$ cat config.mk
export PLATFORM = sky130hd
export DESIGN_NAME = led_blink_scheduler
export DESIGN_NICKNAME = d
export VERILOG_FILES = /design/src/rtl/led_sched_pkg.sv /design/src/rtl/led_sched_arb.sv /design/src/rtl/led_blink_scheduler.sv
export SDC_FILE = /design/constraint.sdc
export NUM_CORES = 1
export LEC_CHECK = 0
export CORE_ASPECT_RATIO = 1.2
export CORE_MARGIN = 5
export CORE_UTILIZATION = 45
export CTS_CLUSTER_DIAMETER = 80
export DETAILED_ROUTE_END_ITERATION = 8
export GPL_TIMING_DRIVEN = 1
export PLACE_DENSITY_LB_ADDON = 0.08
export SYNTH_ARGS = -nofsm -noshare
export SYNTH_HDL_FRONTEND = slang
export SYNTH_SLANG_ARGS = --single-unit
$ cat constraint.sdc
create_clock -name clk -period 4.9 [get_ports clk]
set_clock_uncertainty 0.2 [all_clocks]
set_input_delay 0.98 -clock clk [delete_from_list [all_inputs] [get_ports clk]]
set_output_delay 0.98 -clock clk [all_outputs]
set_load 0.01 [all_outputs]
$ cat src/rtl/led_sched_pkg.sv
// Shared types and helpers for the LED blink scheduler.
// Round-robin arbitration is enabled by defining LED_SCHED_ROUND_ROBIN_EN.
package led_sched_pkg;

    localparam logic [1:0] ST_ENC_IDLE = 2'd0;
    localparam logic [1:0] ST_ENC_ON   = 2'd1;
    localparam logic [1:0] ST_ENC_OFF  = 2'd2;
    localparam logic [1:0] ST_ENC_GAP  = 2'd3;

    typedef enum logic [1:0] {
        ST_IDLE = ST_ENC_IDLE,
        ST_ON   = ST_ENC_ON,
        ST_OFF  = ST_ENC_OFF,
        ST_GAP  = ST_ENC_GAP
    } state_t;

    // One counter serves all timed states, so it must hold the longest duration.
    function automatic int cnt_width(input int on_c, input int off_c, input int gap_c);
        int m;
        m = on_c;
        if (off_c > m) m = off_c;
        if (gap_c > m) m = gap_c;
        return $clog2(m + 1);
    endfunction

    function automatic int wrap_inc(input int idx, input int n);
        return (idx >= n - 1) ? 0 : idx + 1;
    endfunction

endpackage

$ cat src/rtl/led_sched_arb.sv
// Requester arbiter: picks one pending index; fixed priority by default,
// round-robin with a pointer register when LED_SCHED_ROUND_ROBIN_EN is defined.
module led_sched_arb
    import led_sched_pkg::*;
#(
    parameter int N_REQ = 4
) (
`ifdef LED_SCHED_ROUND_ROBIN_EN
    input  logic                     clk,
    input  logic                     rst_n,
    input  logic                     i_take,
`endif
    input  logic [N_REQ-1:0]         i_pend,
    output logic [$clog2(N_REQ)-1:0] o_grant_id,
    output logic                     o_valid
);

    localparam int ID_W = $clog2(N_REQ);

`ifdef LED_SCHED_ROUND_ROBIN_EN
    logic [ID_W-1:0] r_ptr;

    // Search starts one past the most recent grant.
    always_ff @(posedge clk or negedge rst_n) begin
        if (!rst_n) begin
            r_ptr <= '0;
        end else if (i_take) begin
            r_ptr <= ID_W'(wrap_inc(int'(o_grant_id), N_REQ));
        end
    end

    always_comb begin
        o_valid    = 1'b0;
        o_grant_id = '0;
        for (int k = 0; k < N_REQ; k++) begin
            if (!o_valid && i_pend[(int'(r_ptr) + k) % N_REQ]) begin
                o_valid    = 1'b1;
                o_grant_id = ID_W'((int'(r_ptr) + k) % N_REQ);
            end
        end
    end
`else
    always_comb begin
        o_valid    = 1'b0;
        o_grant_id = '0;
        for (int k = N_REQ - 1; k >= 0; k--) begin
            if (i_pend[k]) begin
                o_valid    = 1'b1;
                o_grant_id = ID_W'(k);
            end
        end
    end
`endif

endmodule

$ cat src/rtl/led_blink_scheduler.sv
// LED blink scheduler: requester i is shown as a burst of i+1 blinks followed by a dark gap.
// Define LED_SCHED_ROUND_ROBIN_EN for round-robin instead of fixed-priority arbitration.
module led_blink_scheduler
    import led_sched_pkg::*;
#(
    parameter int N_REQ      = 4,
    parameter int ON_CYCLES  = 1024,
    parameter int OFF_CYCLES = 1024,
    parameter int GAP_CYCLES = 4096
) (
    input  logic                     clk,
    input  logic                     rst_n,
    input  logic [N_REQ-1:0]         pulse_in,
    output logic                     led_out,
    output logic                     busy,
    output logic [$clog2(N_REQ)-1:0] grant_id
);

    localparam int ID_W  = $clog2(N_REQ);
    localparam int CNT_W = cnt_width(ON_CYCLES, OFF_CYCLES, GAP_CYCLES);
    localparam int BLK_W = $clog2(N_REQ + 1);

    logic [1:0]       r_sync;
    logic             w_run;
    logic [N_REQ-1:0] r_pend;
    logic [N_REQ-1:0] w_clr;
    state_t           r_state;
    state_t           w_next;
    logic [CNT_W-1:0] r_cnt;
    logic             w_load;
    logic [CNT_W-1:0] w_load_val;
    logic [BLK_W-1:0] r_blinks;
    logic             w_take;
    logic             w_dec;
    logic [ID_W-1:0]  w_grant;
    logic             w_valid;

    always_ff @(posedge clk or negedge rst_n) begin
        if (!rst_n) begin
            r_sync <= 2'b00;
        end else begin
            r_sync <= {r_sync[0], 1'b1};
        end
    end

    assign w_run = r_sync[1];

    led_sched_arb #(
        .N_REQ      (N_REQ)
    ) u_arb (
`ifdef LED_SCHED_ROUND_ROBIN_EN
        .clk        (clk),
        .rst_n      (rst_n),
        .i_take     (w_take),
`endif
        .i_pend     (r_pend),
        .o_grant_id (w_grant),
        .o_valid    (w_valid)
    );

    assign w_clr = w_take ? (N_REQ'(1) << w_grant) : '0;

    // Clearing the granted bit takes precedence over a same-cycle pulse.
    always_ff @(posedge clk or negedge rst_n) begin
        if (!rst_n) begin
            r_pend <= '0;
        end else begin
            r_pend <= (r_pend | (w_run ? pulse_in : '0)) & ~w_clr;
        end
    end

    always_comb begin
        w_next     = r_state;
        w_load     = 1'b0;
        w_load_val = '0;
        w_take     = 1'b0;
        w_dec      = 1'b0;
        unique case (r_state)
            ST_IDLE: begin
                if (w_run && w_valid) begin
                    w_next     = ST_ON;
                    w_take     = 1'b1;
                    w_load     = 1'b1;
                    w_load_val = CNT_W'(ON_CYCLES - 1);
                end
            end
            ST_ON: begin
                if (r_cnt == '0) begin
                    w_load = 1'b1;
                    if (r_blinks > BLK_W'(1)) begin
                        w_next     = ST_OFF;
                        w_dec      = 1'b1;
                        w_load_val = CNT_W'(OFF_CYCLES - 1);
                    end else begin
                        w_next     = ST_GAP;
                        w_load_val = CNT_W'(GAP_CYCLES - 1);
                    end
                end
            end
            ST_OFF: begin
                if (r_cnt == '0) begin
                    w_next     = ST_ON;
                    w_load     = 1'b1;
                    w_load_val = CNT_W'(ON_CYCLES - 1);
                end
            end
            ST_GAP: begin
                if (r_cnt == '0) begin
                    w_next = ST_IDLE;
                end
            end
            default: begin
                w_next = ST_IDLE;
            end
        endcase
    end

    always_ff @(posedge clk or negedge rst_n) begin
        if (!rst_n) begin
            r_state  <= ST_IDLE;
            r_cnt    <= '0;
            r_blinks <= '0;
        end else begin
            r_state <= w_next;
            if (w_load) begin
                r_cnt <= w_load_val;
            end else if (r_cnt != '0) begin
                r_cnt <= r_cnt - 1'b1;
            end
            if (w_take) begin
                r_blinks <= BLK_W'(int'(w_grant) + 1);
            end else if (w_dec) begin
                r_blinks <= r_blinks - 1'b1;
            end
        end
    end

    // Outputs are a registered image of the state, so a pulse at edge k lights the LED at k+2.
    always_ff @(posedge clk or negedge rst_n) begin
        if (!rst_n) begin
            led_out  <= 1'b0;
            busy     <= 1'b0;
            grant_id <= '0;
        end else begin
            led_out <= (r_state == ST_ON);
            busy    <= (r_state != ST_IDLE);
            if (w_take) begin
                grant_id <= w_grant;
            end
        end
    end

endmodule

==> summary.txt <==
Layout
  – Ant. Diodes: 0
  – Commonest non-fill, non-tap cells in the layout: 28 x dfrtp_1, 10 x o22ai_1, 9 x inv_1, 9 x nand2_1, 9 x clkdlybuf4s50_1
  – Fillcell total: 319
  – Final nets: 173
  – Area growth syn-to-layout: 12.5%
  – Share of cells above drive strength 1: 0.114
  – Most common cell after layout, fill and taps aside: dfrtp_1

Logic synthesis
  – Synth unique cells: 44
  – Simple-Gate Fraction of Synth Area: 0.183
  – YS warnings: 0
  – Post-synthesis sequential area ratio: 0.463
  – Net Count, Synth: 160
  – Share of the synthesized area in the top cell type: 0.463
  – Compound-gate portion of the synthesized area: 0.164
  – Yosys reg bits: 28
  – Area of the mapped netlist: 1510 sq um
  – Yosys top cell by area: dfrtp_1
  – Combinational family with the most area after synthesis: simple AND/OR/NAND/NOR gates
  – Area share of xor/xnor cells in the synthesized design: 0.0579
  – Synth Area in Adders: 0.0662
  – Syn Inst Count: 146
  – Mux share of post-synthesis cell area: 0.0347
  – Syn Area/Cell: 10.4 sq um
  – Ranking of synthesized cells by area: dfrtp_1 46%, ha_1 6.6%, o22ai_1 4.1%

Worst setup path
  – R2R Path Start: r_cnt[0]
  – Req. time, crit path: 4.82 ns
  – Setup crit end: r_cnt[2]
  – CP arrival: 2.38 ns
  – Critical path launch point: r_cnt[0]
  – Critical R2R Capture: r_cnt[2]
  – CP Launch Type: register
  – R2R Setup Slk: 2.44 ns
  – Worst reg-to-reg path cell count: 6
  – Max Fanout on Critical Path: 10
  – Crit end category: register
  – Crit path kind: reg2reg

Job
  – Max Cap Viol: 0

Clock network
  – Post-cts sizing count: 0
  – CTS Hold Bufs: 0
  – Max Root-Sink Buffers: 2
  – Clock sinks: 28
  – CTS tree: built
  – Root Buffer: clkbuf_8
  – Total setup buffers inserted after CTS: 0
  – Worst skew pair latency: 0.27 ns
  – Reg clk slew, reported paths: 0.10 ns
  – Num CTS Buffers: 3
  – H-tree depth: 1

Floorplan
  – Starting density of the core: 0.461
  – Die Y-Extent: 73.5 um
  – CORE AREA: 3280 sq um
  – Die area: 4630 sq um
  – I/O pin cnt: 10
  – Die width: 62.9 um
  – Rows: 23

Detailed routing
  – Residual DRC: 0
  – DR WL/cell: 15.2 um
  – Vias per cell: 5.91
  – Routed vias: 1152
  – Final WL: 2960 um
  – First-pass DRT Iterations: 4
  – Routed Antenna Nets: 0
  – Iter 0 DRT Violations: 35

Place
  – I/O Buffers: 9
  – HPWL Detailed: 2210 um
  – GPL Wtd Cong: 0.881

Global route
  – Gr ovfl total: 0
  – Total track usage: 0.135
  – Vias in the first global route: 1100
  – First-pass GRT wire length: 4990 um
  – Initial antenna violation count: 0
  – Pin count of the biggest net entering global routing: 23

Power
  – Clock Power Share: 0.138
  – Max VDD drop: 0.323 mV
  – Comb power frac: 0.472
  – Switching share of power: 0.408
  – PD cells: 616 nW/um^2
  – Reg power frac: 0.390
  – Sw power: 428 uW
  – Leakage: 0.730 nW
  – Pint: 620 uW
  – Total chip power: 1.05 mW

Timing
  – Setup TNS: 0 ns
  – Tmin final: 2.46 ns
  – RSZ-0062 raised after global routing: no
  – Max Clock Freq: 406 MHz
  – Final Hold Fails: 0
  – Worst Tran Pin Value: 0.985 ns
  – Max-slew violation count: 0
  – Tcrit/Tclk final: 0.502
  – Finish-stage setup viols: 0
  – Normalized max-slew margin: 0.341

Hold path
  – Hold Path Class: reg2reg

Status
  – Status: finished, final reports clean
[power by group through the flow]
stage                     logic (mW)  registers [mW]  clock network (mW)
final                          0.495           0.408               0.144
after CTS                      0.502           0.408               0.146
after global placement         0.490           0.408                   0
after global routing           0.556           0.423               0.156
after floorplan                0.375           0.399                   0
after detailed placement       0.499           0.413                   0
[cell families after synthesis]
group	Yosys count
AND/OR/NAND/NOR	45
AO/OA/AOI/OAI	38
flip-flops	28
buffers and inverters	11
XOR/XNOR	10
adder cells (fa/ha/maj)	8
multiplexers	5
other	1
[worst min-delay path by stage]
stage	from	end	cells after the start
finish	r_sync[0]	r_sync[1]	0
global route	r_sync[0]	r_sync[1]	0
CTS	r_sync[0]	r_sync[1]	0
detailed placement	r_sync[0]	r_sync[1]	0
global placement	r_sync[0]	r_sync[1]	0
floorplan	r_sync[0]	r_sync[1]	0
[metal layers]
layer  wire length, um  vias to the layer above  part of all wire  global-route usage
met5                 0                        -                 0                   0
li1                  -                      557                 -                   -
met3               116                        6             0.039              0.0214
met4                55                        0             0.019              0.0519
met2              1540                       29              0.52               0.243
met1              1250                      560              0.42               0.160
[critical path, cell delays in order, from the launching register on]
cell and delay (ns):
dfrtp_1 0.41, inv_1 0.10, ha_1 0.18, nor3b_2 0.46
nand4_2 0.31, o211ai_1 0.44, o22ai_1 0.19
[through the flow]
step / instance area, sq um / setup slack, ns / hold slack (ns) / cells / utilization
2_1_floorplan: 1510 / 2.82 / 0.131 / 146 / -
4_1_cts: 1700 / 2.40 / 0.157 / 195 / 0.519
5_1_grt: 1700 / 2.22 / 0.180 / 195 / 0.519
3_3_place_gp: 1650 / 2.42 / 0.137 / 191 / 0.502
6_report: 1700 / 2.44 / 0.157 / 195 / 0.519
3_5_place_dp: 1650 / 2.40 / 0.136 / 191 / 0.502
[synth_stat cells, drive strengths merged]
library cell  instances
dfrtp                28
o22ai                10
inv                   9
nand2                 9
ha                    8
o21ai                 8
nor2                  7
a21oi                 6
xor2                  6
nor3                  5
nor4                  4
xnor2                 4
mux2i                 3
nand4                 3
o211ai                3
or2                   3
a21o                  2
a311oi                2
a31oi                 2
and2                  2
and4                  2
buf                   2
mux2                  2
nand3                 2
or4                   2
conb                  1
nand3b                1
nand4b                1
nor2b                 1
nor3b                 1
nor4b                 1
o211a                 1
o21a                  1
o21ba                 1
o21bai                1
o31a                  1
or3                   1
[layout make-up]
| type | count | area (sq um) | share of cell area |
|---|---|---|---|
| multi-input cells | 107 | 768 | 0.451 |
| inverters | 9 | 33.8 | 0.0199 |
| clock buffers | 4 | 55.1 | 0.0324 |
| flip-flops and latches | 28 | 701 | 0.412 |
| well taps | 37 | 46.3 | 0.0272 |
| repair buffers | 10 | 97.6 | 0.0574 |
[sequential cells by signal (all words and copies together) (netlist names)]
signal,flops
led_out,1
r_state,2
r_cnt,13
r_sync,2
grant_id,2
r_blinks,3
r_pend,4
busy,1
Note: power is estimated with default switching activity, not from simulation.
